`src/rtl/sum_xchg_ctrl.sv`:
```
// Partial-sum exchange sequencer between core 1 and core 2.
// Moves NTOK tokens each way through the core1->core2 (f12) and core2->core1 (f21) FIFOs
// after a one-cycle start, then pulses done. A watchdog parks the block in an error
// state if no strobe fires for TMO consecutive transfer cycles.
module sum_xchg_ctrl #(
  parameter int unsigned NTOK = 8,
  parameter int unsigned TMO  = 64,
  parameter int unsigned cw   = 8
) (
  input  logic clk,
  input  logic reset,
  input  logic start,
  input  logic clear,
  input  logic c1_tx_vld,
  input  logic c2_tx_vld,
  input  logic c1_rx_rdy,
  input  logic c2_rx_rdy,
  input  logic f12_full,
  input  logic f12_empty,
  input  logic f21_full,
  input  logic f21_empty,
  output logic f12_wr,
  output logic f12_rd,
  output logic f21_wr,
  output logic f21_rd,
  output logic busy,
  output logic done,
  output logic err
);

  typedef enum logic [1:0] {StIdle, StXfer, StDone, StErr} state_e;

  localparam logic [cw-1:0] NtokC   = cw'(NTOK);
  localparam logic [cw:0]   NtokX   = (cw+1)'(NTOK);
  localparam logic [cw-1:0] TmoLast = cw'(TMO - 1);
  localparam logic [cw-1:0] OneC    = cw'(1);

  state_e state_q, state_d;

  // Token counters: writes/reads completed per FIFO.
  logic [cw-1:0] wc12_q, wc12_d;
  logic [cw-1:0] rc12_q, rc12_d;
  logic [cw-1:0] wc21_q, wc21_d;
  logic [cw-1:0] rc21_q, rc21_d;
  logic [cw-1:0] tmo_q, tmo_d;

  // Registered strobes and the full flags they were issued against.
  logic f12_wr_q, f12_wr_d;
  logic f12_rd_q, f12_rd_d;
  logic f21_wr_q, f21_wr_d;
  logic f21_rd_q, f21_rd_d;
  logic f12_full_q, f21_full_q;

  // Counter values after this cycle's strobes have been applied.
  logic [cw-1:0] wc12_nxt, rc12_nxt, wc21_nxt, rc21_nxt;

  // Counts including the strobe currently on the wire, so decisions never overshoot NTOK.
  logic [cw:0] wc12_eff, rc12_eff, wc21_eff, rc21_eff;

  logic f12_pend_full, f21_pend_full;
  logic wr12_ok, rd12_ok, wr21_ok, rd21_ok;
  logic any_strobe;
  logic all_done;
  logic wdog_trip;

  // Per-FIFO strobe qualification and saturating counter updates.
  always_comb begin
    wc12_eff = {1'b0, wc12_q} + {{cw{1'b0}}, f12_wr_q};
    rc12_eff = {1'b0, rc12_q} + {{cw{1'b0}}, f12_rd_q};
    wc21_eff = {1'b0, wc21_q} + {{cw{1'b0}}, f21_wr_q};
    rc21_eff = {1'b0, rc21_q} + {{cw{1'b0}}, f21_rd_q};

    // A write is in flight and the FIFO reported full last cycle: its flag may not yet
    // reflect that write, so hold off stacking another one behind it.
    f12_pend_full = f12_wr_q & f12_full_q;
    f21_pend_full = f21_wr_q & f21_full_q;

    wr12_ok = c1_tx_vld & ~f12_full & (wc12_eff < NtokX) & ~f12_pend_full;
    wr21_ok = c2_tx_vld & ~f21_full & (wc21_eff < NtokX) & ~f21_pend_full;

    // Reads only chase writes that have already landed in the FIFO.
    rd12_ok = c2_rx_rdy & ~f12_empty & (rc12_eff < NtokX) & (rc12_eff < {1'b0, wc12_q});
    rd21_ok = c1_rx_rdy & ~f21_empty & (rc21_eff < NtokX) & (rc21_eff < {1'b0, wc21_q});

    wc12_nxt = (f12_wr_q && (wc12_q != NtokC)) ? wc12_q + OneC : wc12_q;
    rc12_nxt = (f12_rd_q && (rc12_q != NtokC)) ? rc12_q + OneC : rc12_q;
    wc21_nxt = (f21_wr_q && (wc21_q != NtokC)) ? wc21_q + OneC : wc21_q;
    rc21_nxt = (f21_rd_q && (rc21_q != NtokC)) ? rc21_q + OneC : rc21_q;

    any_strobe = f12_wr_q | f12_rd_q | f21_wr_q | f21_rd_q;
    all_done   = (wc12_nxt == NtokC) && (rc12_nxt == NtokC) &&
                 (wc21_nxt == NtokC) && (rc21_nxt == NtokC);
    wdog_trip  = ~any_strobe && (tmo_q == TmoLast);
  end

  // State register.
  always_ff @(posedge clk) begin
    if (reset) begin
      state_q <= StIdle;
    end else begin
      state_q <= state_d;
    end
  end

  // Next-state logic; start is honoured only from idle.
  always_comb begin
    state_d = state_q;
    unique case (state_q)
      StIdle: begin
        if (start) state_d = StXfer;
      end
      StXfer: begin
        // The cycle carrying the final strobe completes the exchange.
        if (all_done) begin
          state_d = StDone;
        end else if (wdog_trip) begin
          state_d = StErr;
        end
      end
      StDone: begin
        state_d = StIdle;
      end
      StErr: begin
        if (clear) state_d = StIdle;
      end
      default: begin
        state_d = StIdle;
      end
    endcase
  end

  // Next values for counters, watchdog and registered strobes.
  always_comb begin
    wc12_d   = wc12_q;
    rc12_d   = rc12_q;
    wc21_d   = wc21_q;
    rc21_d   = rc21_q;
    tmo_d    = tmo_q;
    f12_wr_d = 1'b0;
    f12_rd_d = 1'b0;
    f21_wr_d = 1'b0;
    f21_rd_d = 1'b0;
    unique case (state_q)
      StIdle: begin
        if (start) begin
          wc12_d = '0;
          rc12_d = '0;
          wc21_d = '0;
          rc21_d = '0;
          tmo_d  = '0;
        end
      end
      StXfer: begin
        wc12_d = wc12_nxt;
        rc12_d = rc12_nxt;
        wc21_d = wc21_nxt;
        rc21_d = rc21_nxt;
        tmo_d  = any_strobe ? '0 : tmo_q + OneC;
        // Strobes are only issued for cycles that will still be in transfer.
        if (state_d == StXfer) begin
          f12_wr_d = wr12_ok;
          f12_rd_d = rd12_ok;
          f21_wr_d = wr21_ok;
          f21_rd_d = rd21_ok;
        end
      end
      default: begin
      end
    endcase
  end

  // Datapath registers.
  always_ff @(posedge clk) begin
    if (reset) begin
      wc12_q     <= '0;
      rc12_q     <= '0;
      wc21_q     <= '0;
      rc21_q     <= '0;
      tmo_q      <= '0;
      f12_wr_q   <= 1'b0;
      f12_rd_q   <= 1'b0;
      f21_wr_q   <= 1'b0;
      f21_rd_q   <= 1'b0;
      f12_full_q <= 1'b0;
      f21_full_q <= 1'b0;
    end else begin
      wc12_q     <= wc12_d;
      rc12_q     <= rc12_d;
      wc21_q     <= wc21_d;
      rc21_q     <= rc21_d;
      tmo_q      <= tmo_d;
      f12_wr_q   <= f12_wr_d;
      f12_rd_q   <= f12_rd_d;
      f21_wr_q   <= f21_wr_d;
      f21_rd_q   <= f21_rd_d;
      f12_full_q <= f12_full;
      f21_full_q <= f21_full;
    end
  end

  // Outputs: status decoded from state, strobes straight from their registers.
  always_comb begin
    busy   = (state_q == StXfer);
    done   = (state_q == StDone);
    err    = (state_q == StErr);
    f12_wr = f12_wr_q;
    f12_rd = f12_rd_q;
    f21_wr = f21_wr_q;
    f21_rd = f21_rd_q;
  end

endmodule

```
`config.mk`:
```
export PLATFORM = sky130hd
export DESIGN_NAME = sum_xchg_ctrl
export DESIGN_NICKNAME = d
export VERILOG_FILES = /design/src/rtl/sum_xchg_ctrl.sv
export SDC_FILE = /design/constraint.sdc
export NUM_CORES = 1
export LEC_CHECK = 0
export CELL_PAD_IN_SITES_DETAIL_PLACEMENT = 0
export CELL_PAD_IN_SITES_GLOBAL_PLACEMENT = 2
export CORE_ASPECT_RATIO = 1.75
export CORE_UTILIZATION = 25
export CTS_CLUSTER_DIAMETER = 50
export DETAILED_ROUTE_END_ITERATION = 7
export GPL_TIMING_DRIVEN = 0
export MAX_ROUTING_LAYER = met4
export PLACE_DENSITY = 0.61
export SYNTH_ARGS = -nofsm -noshare
export SYNTH_HDL_FRONTEND = slang
export SYNTH_SLANG_ARGS = --single-unit
```
`constraint.sdc`:
```
create_clock -name clk -period 2.1 [get_ports clk]
set_input_delay 0.315 -clock clk [delete_from_list [all_inputs] [get_ports clk]]
set_output_delay 0.315 -clock clk [all_outputs]
set_load 0.02 [all_outputs]
```
Word-level counts from Yosys, hierarchy flattened
Cells that the tools add are included.
{ "word_totals": {"reg_bits": 48, "in_bits": 12, "output_inout_bits": 7} }
{ "classes": {"addsub": 9, "order_cmp": 6, "n_eq_ne": 14, "mux": 16, "n_bitwise": 26, "reduce_logical": 12} }
{ "ops": {"columns": ["cell", "n"], "rows": [
  ["$pmux W8 S2", 5],
  ["$mux W8", 6],
  ["$add A8 B1 Y8 const B", 5],
  ["$add A8 B1 Y9", 4],
  ["$lt A9 B4 Y1 const B", 4],
  ["$eq A8 B4 Y1 const B", 4],
  ["$ne A8 B4 Y1 const B", 4],
  ["$lt A9 B8 Y1", 2],
  ["$and A1 B1 Y1", 14],
  ["$not A1 Y1", 9],
  ["$eq A8 B6 Y1 const B", 1],
  ["$logic_and A1 B1 Y1", 8],
  ["$mux W2", 4],
  ["$pmux W2 S4", 1],
  ["$eq A2 B1 Y1 const B", 2],
  ["$eq A2 B2 Y1 const B", 2],
  ["$or A1 B1 Y1", 3],
  ["$reduce_or A3 Y1", 1],
  ["$logic_not A2 Y1", 1],
  ["$ne A2 B2 Y1 const B", 1],
  ["$reduce_and A2 Y1", 1],
  ["$reduce_bool A2 Y1", 1]
]} }

Longest topological paths before layout
Gate-level depths: netlist (run 1).
{ "depth": {"depth_word": 12, "depth_mapped": 9, "depth_no_buf": 9} }

Worst setup path before layout (run 1)
Ideal clock, no wire load.
{ "synth_timing": {"kind": "register to register", "startpoint": "reg f21_rd_q, in the netlist f21_rd", "endpoint": "reg f21_rd_q, in the netlist f21_rd", "setup_ps": 115, "arrival_ps": 2353, "required_ps": 1985, "setup_slack_ps": -368, "stages_incl_launch_ff": 10, "cell_sequence": "dfxtp_1 ha_1 ha_1 ha_1 a21o_1 a21o_1 a211oi_1 o21bai_1 a21o_1 a2111oi_0"} }
{ "synth_via": {"elab_chain_len": 9} }
{ "synth_rtl": {"columns": ["item", "line", "rtl"], "rows": [
  ["from (decl)", "51", "logic f21_rd_q, f21_rd_d;"],
  ["from (signal assigned)", "195", "f21_rd_q <= f21_rd_d;"],
  ["parallel branches: the longest is 9 deep, another holds $add A8 B1 Y9", null, null]
]} }
Parallel ways; which one is timed is not known.
A chain may end at the register's enable or synchronous reset.

Worst setup path after layout (run 1)
{ "layout_timing": {"startpoint": "reg rc12_q[0]", "endpoint": "reg state_q[0]"} }
{ "layout_via": {"elab_chain_len": 9} }
{ "layout_rtl": {"columns": ["item", "line", "rtl"], "rows": [
  ["from (decl)", "42", "logic [cw-1:0] rc12_q, rc12_d;"],
  ["from (signal assigned)", "188", "rc12_q <= rc12_d;"],
  ["parallel branches: the longest is 2 deep, another holds $add A8 B1 Y8", null, null],
  ["$mux W8 *", "86", "rc12_nxt = (f12_rd_q && (rc12_q != NtokC)) ? rc12_q + OneC : rc12_q;"],
  ["$eq A8 B4 Y1 *", "91", "all_done = (wc12_nxt == NtokC) && (rc12_nxt == NtokC) &&"],
  ["$logic_and A1 B1 Y1 * (2 in a row)", "91", null],
  ["$logic_and A1 B1 Y1 *", "92", "(wc21_nxt == NtokC) && (rc21_nxt == NtokC);"],
  ["$mux W2 *", "114", "if (all_done) begin"],
  ["$pmux W2 S4 *", "108", "unique case (state_q)"],
  ["to (signal assigned)", "99", "state_q <= StIdle;"],
  ["to (signal assigned)", "101", "state_q <= state_d;"],
  ["to (decl)", "38", "state_e state_q, state_d;"]
]} }
Mark *: on every way between the ends.

==> results of run 1 <==
==> flip-flops by register name, summed over array words and instances, names as in the netlist <==
name,cells
rc21_q,8
f21_wr,1
wc12_q,8
tmo_q,8
f21_full_q,1
wc21_q,8
state_q,2
f21_rd,1
f12_rd,1
rc12_q,8
f12_full_q,1
f12_wr,1
==> worst max-delay path by stage <==
stage | startpoint | end | slack, ns | cells after the start
after global routing | rc12_q[2] | state_q[0] | -0.38 | 8
final | rc12_q[0] | state_q[0] | -0.28 | 8
after global placement | wc12_q[4] | f12_rd | -0.95 | 8
after CTS | rc12_q[0] | f12_rd | -0.29 | 10
after floorplan | wc21_q[5] | state_q[0] | -0.06 | 7
after detailed placement | wc12_q[4] | f12_rd | -0.92 | 8
==> routing by layer <==
metal / vias to the layer above / track usage / part of all wire
li1: 1747 / - / -
met1: 1667 / 0.194 / 0.42
met2: 37 / 0.344 / 0.55
met3: 13 / 0.0167 / 0.014
met4: 0 / 0.0817 / 0.023
met5: - / - / 0
==> area by class of cell <==
class                   count  area (um2)
fillers                  1545        9450
repair buffers             30         267
well taps                 177         221
plain buffers              28         166
flip-flops and latches     48         981
clock buffers               7         143
clock inverters             1        6.26
multi-input cells         361        2500
inverters                  26         100
==> worst max-delay path, cell delays in order (launching register included) <==
cell	delay (ns)
dfxtp_4	0.41
buf_4	0.14
nand4_1	0.16
o21a_1	0.22
or4b_4	0.55
nor4_4	0.25
nand4_1	0.14
buf_6	0.16
a211o_1	0.24
==> synthesized netlist by cell type, types with 2 or more instances <==
master | number | area (um2)
xor2_1 | 9 | 78.8
and4_1 | 5 | 43.8
o31a_1 | 3 | 26.3
and2_1 | 4 | 25.0
a2111oi_0 | 3 | 26.3
a211oi_1 | 5 | 37.5
nand4_1 | 16 | 100
dfxtp_1 | 48 | 961
nor4_1 | 10 | 62.6
a21o_1 | 4 | 30.0
ha_1 | 27 | 338
a311oi_1 | 8 | 70.1
o21ai_0 | 29 | 145
a22oi_1 | 4 | 30.0
nor3_1 | 17 | 85.1
clkbuf_1 | 22 | 82.6
a32oi_1 | 2 | 17.5
nand3_1 | 17 | 85.1
buf_4 | 3 | 22.5
inv_1 | 26 | 97.6
nor3b_1 | 4 | 30.0
a31oi_1 | 3 | 18.8
a32o_1 | 2 | 20.0
nand2b_1 | 3 | 18.8
or2_2 | 4 | 25.0
nand2_1 | 38 | 143
o21a_1 | 3 | 22.5
or3_1 | 5 | 31.3
nor2b_1 | 2 | 12.5
buf_2 | 4 | 20.0
mux2i_1 | 6 | 60.1
xnor2_1 | 13 | 114
nor2_1 | 59 | 221
a41oi_1 | 2 | 17.5
a21oi_1 | 29 | 145
and3_1 | 4 | 25.0
a21boi_0 | 2 | 15.0
==> through the flow <==
stage / worst slack, ns / instances / hold WS, ns
floorplan: -0.0615 / 466 / 0.392
detailed placement: -0.915 / 660 / 0.482
global route: -0.377 / 678 / 0.266
CTS: -0.288 / 672 / 0.261
global placement: -0.951 / 660 / 0.467
finish: -0.278 / 678 / 0.261
==> power by group <==
group	leakage (nW)	internal (mW)	switching, mW
clock network	0.0744	0.478	0.400
registers	0.393	0.913	0.00669
logic	1.17	0.0813	0.183
==> kinds of logic (layout without fill, tap and decap cells) <==
kind of cell / Yosys count / in the layout
simple gates: 197 / 197
buf+inv: 57 / 92
mux: 6 / 6
fa+ha+maj: 27 / 27
xor+xnor: 22 / 22
compound gates: 109 / 109
flops: 48 / 48
==> repair_timing <==
action                     in CTS  in global routing
pin swaps                      10                  7
setup buffers                   6                  7
gates resized for setup        44                 10
hold buffers                    0                  0
setup endpoints to repair      41                  8
==> out/qor.csv, run 1 <==
metric,value,unit
Clock Tree Buf Depth,2,
Post-Synthesis Cells,466,
vias in the first global route,3507,
failing checks,setup timing,
"commonest non-fill, non-tap cells in the layout","58 x nor2_1, 40 x dfxtp_1, 38 x nand2_1",
design area,4380,um2
R2R Path End,state_q[0],
initial antenna violation count,0,
Final Hold Viols,0,
Synth Cell Area,3530,um2
gr ovfl total,0,
Nets,539,
Synth Register Bits,48,
clk sinks,48,
global-route wire length before repair,19800,um
total of max-cap violations,0,
crit path launch type,register,
post-route clock skew,0.00984,ns
routed len/inst,18.8,um
status,finished with violations,
Diodes inserted,0,
clk_lat worst skew,0.30,ns
post-route ant nets,0,
worst hold start,reset,
Tot Pwr,2.06,mW
Port Buffers,17,
H-tree depth,2,
area post-placement,3980,um2
crit-path max FO,7,
First-pass DRT Iterations,4,
largest family of logic cells by synthesized area,simple AND/OR/NAND/NOR gates,
Pleak,1.64,nW
Die H,159,um
WHS Path Cells,2,
Slew @ Worst Pin,0.825,ns
Clock transition at path regs,0.07,ns
# DRC,0,
full die area,14600,um2
FF-to-FF Start,rc12_q[0],
f_max,421,MHz
TNS Setup,-1.53,ns
DPL Wire Length,9310,um
multiplexer area fraction after synthesis,0.0170,
final WL,12800,um
syn avg cell area,7.57,um2
largest net degree at the start of global routing,15,
Post-Syn Nets,505,
Worst Setup End Kind,register,
worst-case vdd ir drop,279,uV
Worst slew margin,0.450,
Placer Congestion,0.810,
overall routing resource usage,0.185,
CTS tree,built,
FP Rows,57,
"Seq/Total Area, Yosys",0.273,
compound-gate portion of the synthesized area,0.206,
Post-synth ARST share,0,
"Top FF cell, synth",dfxtp_1,
CORE AREA,13800,um2
Synth warnings,0,
Post-synth EDFFs,0,
post-synthesis adder-cell area fraction,0.0958,
root buf cell,clkbuf_16,
Area Overhead vs Synth,24.3,%
RSZ-0062 raised after global routing,yes,
r2r setup slk,-0.28,ns
fraction of layout cells with a size suffix above 1,0.162,
Post-Synth XOR/XNOR Area,0.0546,
Final Cycle Share,1.13,
Pwr Density,470,nW/um2
Initial Util,0.255,
total CTS buffers,5,
WP data arrival,2.57,ns
Setup CP Type,reg2reg,
width of the die,91.8,um
Post-Synth Simple-Gate Area,0.286,
via density per instance,5.11,
Reg2Reg Depth,8,
final setup violation count,6,
"leading cell type in the layout, fill and taps excluded",nor2_1,
end of the worst hold path,f12_full_q,
Setup WS post-layout,-0.278,ns
Ports,19,
Unique masters post-synth,58,
drt initial violations,138,
fin crit period,2.38,ns
WP data required,2.29,ns
Final Max Slew Viols,0,
Finished Core Util,0.317,
HP Class,in2reg,
vias,3464,
Note: power is estimated with default switching activity, not from simulation.
==> inputs of run 2 (changes only) <==
--- a/config.mk
+++ b/config.mk
@@ -9,7 +9,7 @@
 export CELL_PAD_IN_SITES_GLOBAL_PLACEMENT = 2
 export CORE_ASPECT_RATIO = 1.75
 export CORE_UTILIZATION = 25
-export CTS_CLUSTER_DIAMETER = 50
+export CTS_CLUSTER_DIAMETER = 30
 export DETAILED_ROUTE_END_ITERATION = 7
 export GPL_TIMING_DRIVEN = 0
 export MAX_ROUTING_LAYER = met4
==> results of run 2 <==
No change in the layout: final DEF, timing and power equal those of run 1.
